[src/rtl/layer_sequencer.sv]
// layer_sequencer: batch controller for a conv -> pool -> dense engine chain.
// For each image in a batch it triggers the three engines in order. Between the
// triggers it waits for each engine's completion pulse. It also hands the
// feature-map RAM port to whichever engine is active.
// A per-stage watchdog sends the block to ERROR if an engine never finishes.
//
// Ports:
//   clk, rst              clock, synchronous active-high reset
//   start, num_images     begin a batch of num_images images (0 runs one image)
//   abort                 cancel the batch in progress, return to IDLE
//   err_clear             leave ERROR
//   conv/pool/dense_done  engine completion pulses
//   conv/pool/dense_start one-cycle engine triggers (registered)
//   ram_sel               RAM owner: 0 host, 1 conv, 2 pool, 3 dense
//   busy, done, error     status; done is a one-cycle end-of-batch pulse
//   err_stage             stage that timed out: 1 conv, 2 pool, 3 dense
//   img_idx               index of the image being processed
module layer_sequencer #(
  parameter int TIMEOUT_CYCLES = 65536,
  parameter int CNT_WIDTH      = 17
) (
  input  logic       clk,
  input  logic       rst,
  input  logic       start,
  input  logic [7:0] num_images,
  input  logic       abort,
  input  logic       err_clear,
  input  logic       conv_done,
  input  logic       pool_done,
  input  logic       dense_done,
  output logic       conv_start,
  output logic       pool_start,
  output logic       dense_start,
  output logic [1:0] ram_sel,
  output logic       busy,
  output logic       done,
  output logic       error,
  output logic [1:0] err_stage,
  output logic [7:0] img_idx
);

  typedef enum logic [2:0] {
    IDLE, C_GO, C_WAIT, P_GO, P_WAIT, D_GO, D_WAIT, ERROR
  } state_e;

  state_e               state_q, state_d;
  logic [CNT_WIDTH-1:0] wd_q, wd_d;
  logic [7:0]           idx_q, idx_d;
  logic [7:0]           cnt_q, cnt_d;
  logic [1:0]           err_stage_q, err_stage_d;
  logic                 done_q, done_d;
  logic                 conv_start_q, conv_start_d;
  logic                 pool_start_q, pool_start_d;
  logic                 dense_start_q, dense_start_d;
  logic [1:0]           ram_sel_q, ram_sel_d;
  logic                 busy_q, busy_d;
  logic                 error_q, error_d;

  logic timeout;
  logic last_img;
  logic active;

  assign timeout  = (wd_q == CNT_WIDTH'(TIMEOUT_CYCLES - 1));
  // 9-bit compare so idx 255 + 1 does not wrap onto a count of 0.
  assign last_img = (({1'b0, idx_q} + 9'd1) == {1'b0, cnt_q});
  assign active   = (state_q != IDLE) && (state_q != ERROR);

  // State and datapath registers
  always_ff @(posedge clk) begin
    if (rst) begin
      state_q       <= IDLE;
      wd_q          <= '0;
      idx_q         <= '0;
      cnt_q         <= 8'd1;
      err_stage_q   <= '0;
      done_q        <= 1'b0;
      conv_start_q  <= 1'b0;
      pool_start_q  <= 1'b0;
      dense_start_q <= 1'b0;
      ram_sel_q     <= '0;
      busy_q        <= 1'b0;
      error_q       <= 1'b0;
    end else begin
      state_q       <= state_d;
      wd_q          <= wd_d;
      idx_q         <= idx_d;
      cnt_q         <= cnt_d;
      err_stage_q   <= err_stage_d;
      done_q        <= done_d;
      conv_start_q  <= conv_start_d;
      pool_start_q  <= pool_start_d;
      dense_start_q <= dense_start_d;
      ram_sel_q     <= ram_sel_d;
      busy_q        <= busy_d;
      error_q       <= error_d;
    end
  end

  // Next-state logic. Abort outranks engine completion and the watchdog.
  // Inside a WAIT state, completion outranks the watchdog.
  always_comb begin
    state_d     = state_q;
    wd_d        = wd_q;
    idx_d       = idx_q;
    cnt_d       = cnt_q;
    err_stage_d = err_stage_q;
    done_d      = 1'b0;
    if (abort && active) begin
      state_d = IDLE;
    end else begin
      unique case (state_q)
        IDLE: if (start) begin
          cnt_d   = (num_images == 8'd0) ? 8'd1 : num_images;
          idx_d   = '0;
          state_d = C_GO;
        end
        C_GO: begin
          wd_d    = '0;
          state_d = C_WAIT;
        end
        C_WAIT: begin
          if (conv_done)    state_d = P_GO;
          else if (timeout) begin state_d = ERROR; err_stage_d = 2'd1; end
          else              wd_d = wd_q + 1'b1;
        end
        P_GO: begin
          wd_d    = '0;
          state_d = P_WAIT;
        end
        P_WAIT: begin
          if (pool_done)    state_d = D_GO;
          else if (timeout) begin state_d = ERROR; err_stage_d = 2'd2; end
          else              wd_d = wd_q + 1'b1;
        end
        D_GO: begin
          wd_d    = '0;
          state_d = D_WAIT;
        end
        D_WAIT: begin
          if (dense_done) begin
            if (last_img) begin
              done_d  = 1'b1;
              state_d = IDLE;
            end else begin
              idx_d   = idx_q + 8'd1;
              state_d = C_GO;
            end
          end else if (timeout) begin
            state_d     = ERROR;
            err_stage_d = 2'd3;
          end else begin
            wd_d = wd_q + 1'b1;
          end
        end
        ERROR: if (err_clear) state_d = IDLE;
        default: state_d = IDLE;
      endcase
    end
  end

  // The outputs are decoded from the next state and then registered.
  // They change on the same edge as the state and stay glitch-free.
  always_comb begin
    conv_start_d  = (state_d == C_GO);
    pool_start_d  = (state_d == P_GO);
    dense_start_d = (state_d == D_GO);
    busy_d        = (state_d != IDLE) && (state_d != ERROR);
    error_d       = (state_d == ERROR);
    unique case (state_d)
      C_GO, C_WAIT: ram_sel_d = 2'd1;
      P_GO, P_WAIT: ram_sel_d = 2'd2;
      D_GO, D_WAIT: ram_sel_d = 2'd3;
      default:      ram_sel_d = 2'd0;
    endcase
  end

  assign conv_start  = conv_start_q;
  assign pool_start  = pool_start_q;
  assign dense_start = dense_start_q;
  assign ram_sel     = ram_sel_q;
  assign busy        = busy_q;
  assign done        = done_q;
  assign error       = error_q;
  assign err_stage   = err_stage_q;
  assign img_idx     = idx_q;

endmodule

[config.mk]
export PLATFORM = sky130hd
export DESIGN_NAME = layer_sequencer
export DESIGN_NICKNAME = d
export VERILOG_FILES = /design/src/rtl/layer_sequencer.sv
export SDC_FILE = /design/constraint.sdc
export NUM_CORES = 1
export LEC_CHECK = 0
export ABC_AREA = 1
export BUFFER_PORTS_ARGS = -buffer_cell sky130_fd_sc_hd__clkbuf_2
export CAP_MARGIN = 5
export CORE_MARGIN = 2
export CORE_UTILIZATION = 25
export DETAILED_ROUTE_END_ITERATION = 8
export PLACE_DENSITY_LB_ADDON = 0.1
export SKIP_LAST_GASP = 1
export SLEW_MARGIN = 5
export SYNTH_ARGS = -nofsm -noshare
export SYNTH_HDL_FRONTEND = slang
export SYNTH_SLANG_ARGS = --single-unit
[constraint.sdc]
create_clock -name clk -period 3.65 [get_ports clk]
set_input_delay 0.365 -clock clk [delete_from_list [all_inputs] [get_ports clk]]
set_output_delay 0.365 -clock clk [all_outputs]
set_load 0.05 [all_outputs]
; Word level (Yosys, flattened, before mapping)
; Index checks and enable logic that the tools add are counted.
[totals]
out_inout_bits = 18
inputBits = 16
word_cells = 92
ff_bits = 46
[op_classes]
reduce_logical = 19
n_eq_ne = 27
n_addsub = 3
muxes = 28
bitwise = 3
[op_table]
columns = op, count
row1 = $mux W17, 4
row2 = $pmux W17 S4, 1
row3 = $mux W8, 4
row4 = $eq A3 B3 Y1 const B, 8
row5 = $pmux W3 S8, 1
row6 = $mux W3, 7
row7 = $ne A2 B2 Y1 const B, 9
row8 = $add A17 B1 Y17 const B, 1
row9 = $eq A17 B16 Y1 const B, 1
row10 = $pmux W8 S2, 1
row11 = $eq A3 B2 Y1 const B, 4
row12 = $mux W2, 6
row13 = $pmux W2 S3, 2
row14 = $reduce_and A5 Y1, 2
row15 = $add A8 B1 Y9 const B, 1
row16 = $eq A9 B8 Y1, 1
row17 = $reduce_bool A3 Y1, 3
row18 = $add A8 B1 Y8 const B, 1
row19 = $logic_not A8 Y1, 1
row20 = $reduce_and A8 Y1, 1
row21 = $eq A3 B1 Y1 const B, 2
row22 = $ne A3 B3 Y1 const B, 2
row23 = $reduce_or A2 Y1, 3
row24 = $reduce_bool A4 Y1, 1
row25 = other kinds (8), 13

; Logic depth before layout (Yosys ltp)
[logic_depth]
word_depth = 9
depth_mapped = 17
ltp_nobuf = 17

; Worst setup path after synthesis
; OpenSTA, ideal clock, no wires.
[synth_path]
path_kind = register to register
from = reg idx_q[0] (netlist: img_idx[0])
to = reg ram_sel_q[1] (netlist: ram_sel[1])
path_buffers = 0
path_stages_with_launch = 16
synth_period_minus_slack_ns = 2.543
path_slack_ns = 1.107
t_required_ns = 3.522
setup_ns = 0.128
arrival_ns = 2.415
cell_sequence = dfxtp_1 ha_1 nand3_2 o21bai_2 nand2_1 nand2_1 inv_1 nor2_1 nand3_1 nand2_1 nand2_1 nand2_1 inv_1 ha_1 o31ai_1 o21ai_0
[synth_between]
elab_chain_cells = 9
elab_cells_between_ends = 16
classes_between = add/sub (1) / eq/ne (7) / mux (5) / reduce/logical (3)
[synth_lines]
columns = item, line
row1 = start: declaration, 48  ; logic [7:0] idx_q, idx_d;
row2 = start signal: assignment, 86  ; idx_q <= idx_d;
row3 = $add A8 B1 Y9 *, 65  ; assign last_img = (({1'b0, idx_q} + 9'd1) == {1'b0, cnt_q});
row4 = $eq A9 B8 Y1 *, 65
row5 = $mux W1 *, 141  ; if (last_img) begin
row6 = $mux W3 *, 140  ; if (dense_done) begin
row7 = $pmux W3 S8 *, 111  ; unique case (state_q)
row8 = $mux W3 *, 108  ; if (abort && active) begin
row9 = net state_d[0], 46  ; state_e state_q, state_d;
row10 = "$eq A3 B3 Y1, or another cell as far along", 169  ; unique case (state_d)
row11 = $reduce_or A2 Y1, 169
row12 = $pmux W2 S3 *, 169
row13 = end signal: assignment, 93  ; ram_sel_q <= ram_sel_d;
row14 = end: declaration, 55  ; logic [1:0] ram_sel_q, ram_sel_d;
; The timed path passes the listed nets; every way through them passes the cells marked *.
; A chain may end at the register's enable or synchronous reset.

; Worst setup path in the final report
; Same ends and word-level chain as after synthesis.

==> impl_metrics.ini <==
[timing]
setup_viol = 0
fmax_ghz = 0.389
hold_viol = 0
min_period_ps = 2570
rsz0062_at_grt = no
post-route-period-util_pct = 70.5
tns_ps = 0
slew_headroom_pct = 55.5
slew_violations = 0
tightest_slew_ps = 666
skew_ps = 14.6
finalWorstSetupSlack_ps = 1080

[floorplanning]
die-area_sq_um = 11900
rows = 38
core_sq_um = 10800
fp.dieH_microns = 109
start_util_pct = 25.6
io-pin-count = 34
die_w_microns = 109

[clock_tree]
clkSlewWorstSetupHoldPaths_ps = 100
cts_hold_buf = 0
clockRootBuffer = clkbuf_8
clock_sinks = 46
htree_num_levels = 2
cts_tree = yes
cts_buffer_depth = 2
clk_latency_ps = 310
cts_buffers = 5
cts_resized = 0
cts_setup_buffers = 0

[critical_path]
timing.rr.start = img_idx[0]
worstPathRequired_ps = 3840
crit_buf_inv = 2
crit_arrival_ps = 2770
worstPathCellList = ha_1 -> nand2_1 -> inv_1 -> nand2_1 -> nand2_1 -> nor2_1 -> nor2_1 -> nand3_1 -> nand2_1 -> nand2_1 -> nand2_1 -> inv_1 -> ha_1 -> o31ai_1 -> o21ai_0
critPathLaunchType = flop
crit_family = simple AND/OR/NAND/NOR gates
max_stage_delay_ps = 520
cpMaxStageDelayCell = dfxtp_1
crit_start = img_idx[0]
cp_max_fo = 8
end_kind = flop
crit_top_cell = nand2_1
crit_type = reg2reg

[yosys]
synth_area_sq_um = 2760
syn_inst = 411
synth-simple-area-share_pct = 39.1
synth_fa_ha_area_share_pct = 3.17
async_flop_share_pct = 0
yosysTopAreaCell = dfxtp_1
yosysWarnings = 0
seq_area_frac_synth_pct = 33.4
synth_seq_cells = 46
synth_area_leaders = dfxtp_1 33%, nand2_1 13%, nand3_1 8.7%
synth_area_per_cell_sq_um = 6.71
synth_compound_area_share_pct = 12.6
synth_top_family_by_area = simple AND/OR/NAND/NOR gates
synthMuxAreaShare_pct = 0
synthDistinctLibCells = 41
synth_xor_area_share_pct = 2.22
synthFlopType = dfxtp_1
synth_edf_count = 0
synth_nets = 434
synth_top_area_share_pct = 33.4

[grt]
grt_first_pass_wirelength_microns = 12200
antenna_found_initial = 0
use_met3_pct = 2.69
use_met2_pct = 21.1
met1_usage_pct = 17.9
top_usage_layer = met2
grt_start_max_net_pins = 19
overflow = 0
grt_pass1_vias = 2540
grt_util_all_layers_pct = 13.3

[min_path]
min_path_type = in2reg
worstHoldStart = num_images[1]

[final_layout]
syn_to_final_growth_pct = 14.3
layout-drive-gt1-share_pct = 16.4
final_cells = 584
nFillCells = 1229
antenna_cells = 0
nNetsFinal = 466

[placement]
detailed_place_hpwl_microns = 5480
dpl.cell_count = 576
dp_slack_ps = 1100
portBuffers = 33
gp_congestion = 0.779

[route]
detail-route-antenna-nets = 0
totalWireLength_microns = 7230
post_drt_wl_per_cell_microns = 12.4
drc = 0
drtPass1Iterations = 4
via_per_inst = 4.54
drtIter0Drc = 97
vias = 2654

[pwr]
p_leak_nw = 1.36
p_total_mw = 2.04
p_per_area_nw_per_um2 = 648
vdd_drop_max_uv = 213

[run]
maxCapViolCount = 0

[outcome]
status = completed
final timing paths:
check	slack [ps]	cells after the start	to
max	1080	15	ram_sel[1]
min	290	3	cnt_q[1]
max reg2reg	1080	15	ram_sel[1]
min reg2reg	490	2	cnt_q[1]
metrics by stage:
stage / util [%] / hold WS (ps) / cell area (sq um)
after floorplan: - / 445 / 2760
after global placement: 28.2 / 467 / 3050
after detailed placement: 28.2 / 475 / 3050
after CTS: 29.2 / 279 / 3150
after global routing: 29.2 / 293 / 3150
final: 29.2 / 294 / 3150
synth_stat cells (2+ instances only):
library cell	n
nand2_1	97
nand3_1	48
nor2_1	47
dfxtp_1	46
inv_1	46
a21oi_1	32
nor3_1	12
o21ai_0	10
inv_2	8
ha_1	7
nand4_1	7
nand3_2	5
xor2_1	5
nor2_2	4
buf_4	3
nand2_2	3
nand2_4	3
a211oi_2	2
buf_2	2
nor4_1	2
xnor2_1	2
sequential cells by signal, summed over array words and instances (netlist names):
name,count
busy,1
cnt_q,8
conv_start,1
dense_start,1
done,1
err_stage,2
error,1
img_idx,8
pool_start,1
ram_sel,2
state_q,3
wd_q,17
cells in the final DEF (no fill, tap or decap), drive strengths merged, types with 2 or more instances in the layout:
| cell | instances |
|---|---|
| nand2 | 103 |
| inv | 54 |
| nand3 | 53 |
| nor2 | 53 |
| dfxtp | 46 |
| clkbuf | 40 |
| a21oi | 33 |
| nor3 | 13 |
| o21ai | 13 |
| nand4 | 7 |
| ha | 7 |
| xor2 | 5 |
| xnor2 | 2 |
| nor4 | 2 |
| a211oi | 2 |
| o21bai | 2 |
per-layer routing:
metal | wire, microns | vias to the layer above
met5 | 0 | -
met2 | 3180 | 37
met3 | 242 | 8
met1 | 3710 | 1203
met4 | 97 | 0
li1 | - | 1406
worst min-delay path: cells and delay by family:
| family | cells | cell delay, ps |
|---|---|---|
| buffers and inverters | 1 | 90 |
| AND/OR/NAND/NOR | 1 | 60 |
| AO/OA/AOI/OAI | 1 | 50 |
kinds of logic (layout without fill, tap and decap cells):
group / after synthesis / after routing
adders and majority gates: 7 / 7
and+or+nand+nor: 232 / 232
xor gates and xnor gates: 7 / 7
buffers and inverters: 63 / 96
DFF: 46 / 46
AOI/OAI and AO/OA: 56 / 56
where the power goes:
part / internal [mW] / switching, mW
Combinational: 0.277 / 0.664
Clock: 0.206 / 0.188
Sequential: 0.595 / 0.115
Total: 1.08 / 0.967
cell type report:
type,count,area [sq um],share of cell area [%]
clock inverters,1,30.0,0.952
clock buffers,7,76.3,2.42
well taps,140,175,5.55
inverters,54,203,6.43
multi-input cells,302,1580,50.0
flip-flops and latches,46,921,29.2
repair buffers,34,173,5.47
No activity file was read; power rests on OpenSTA's default activity.
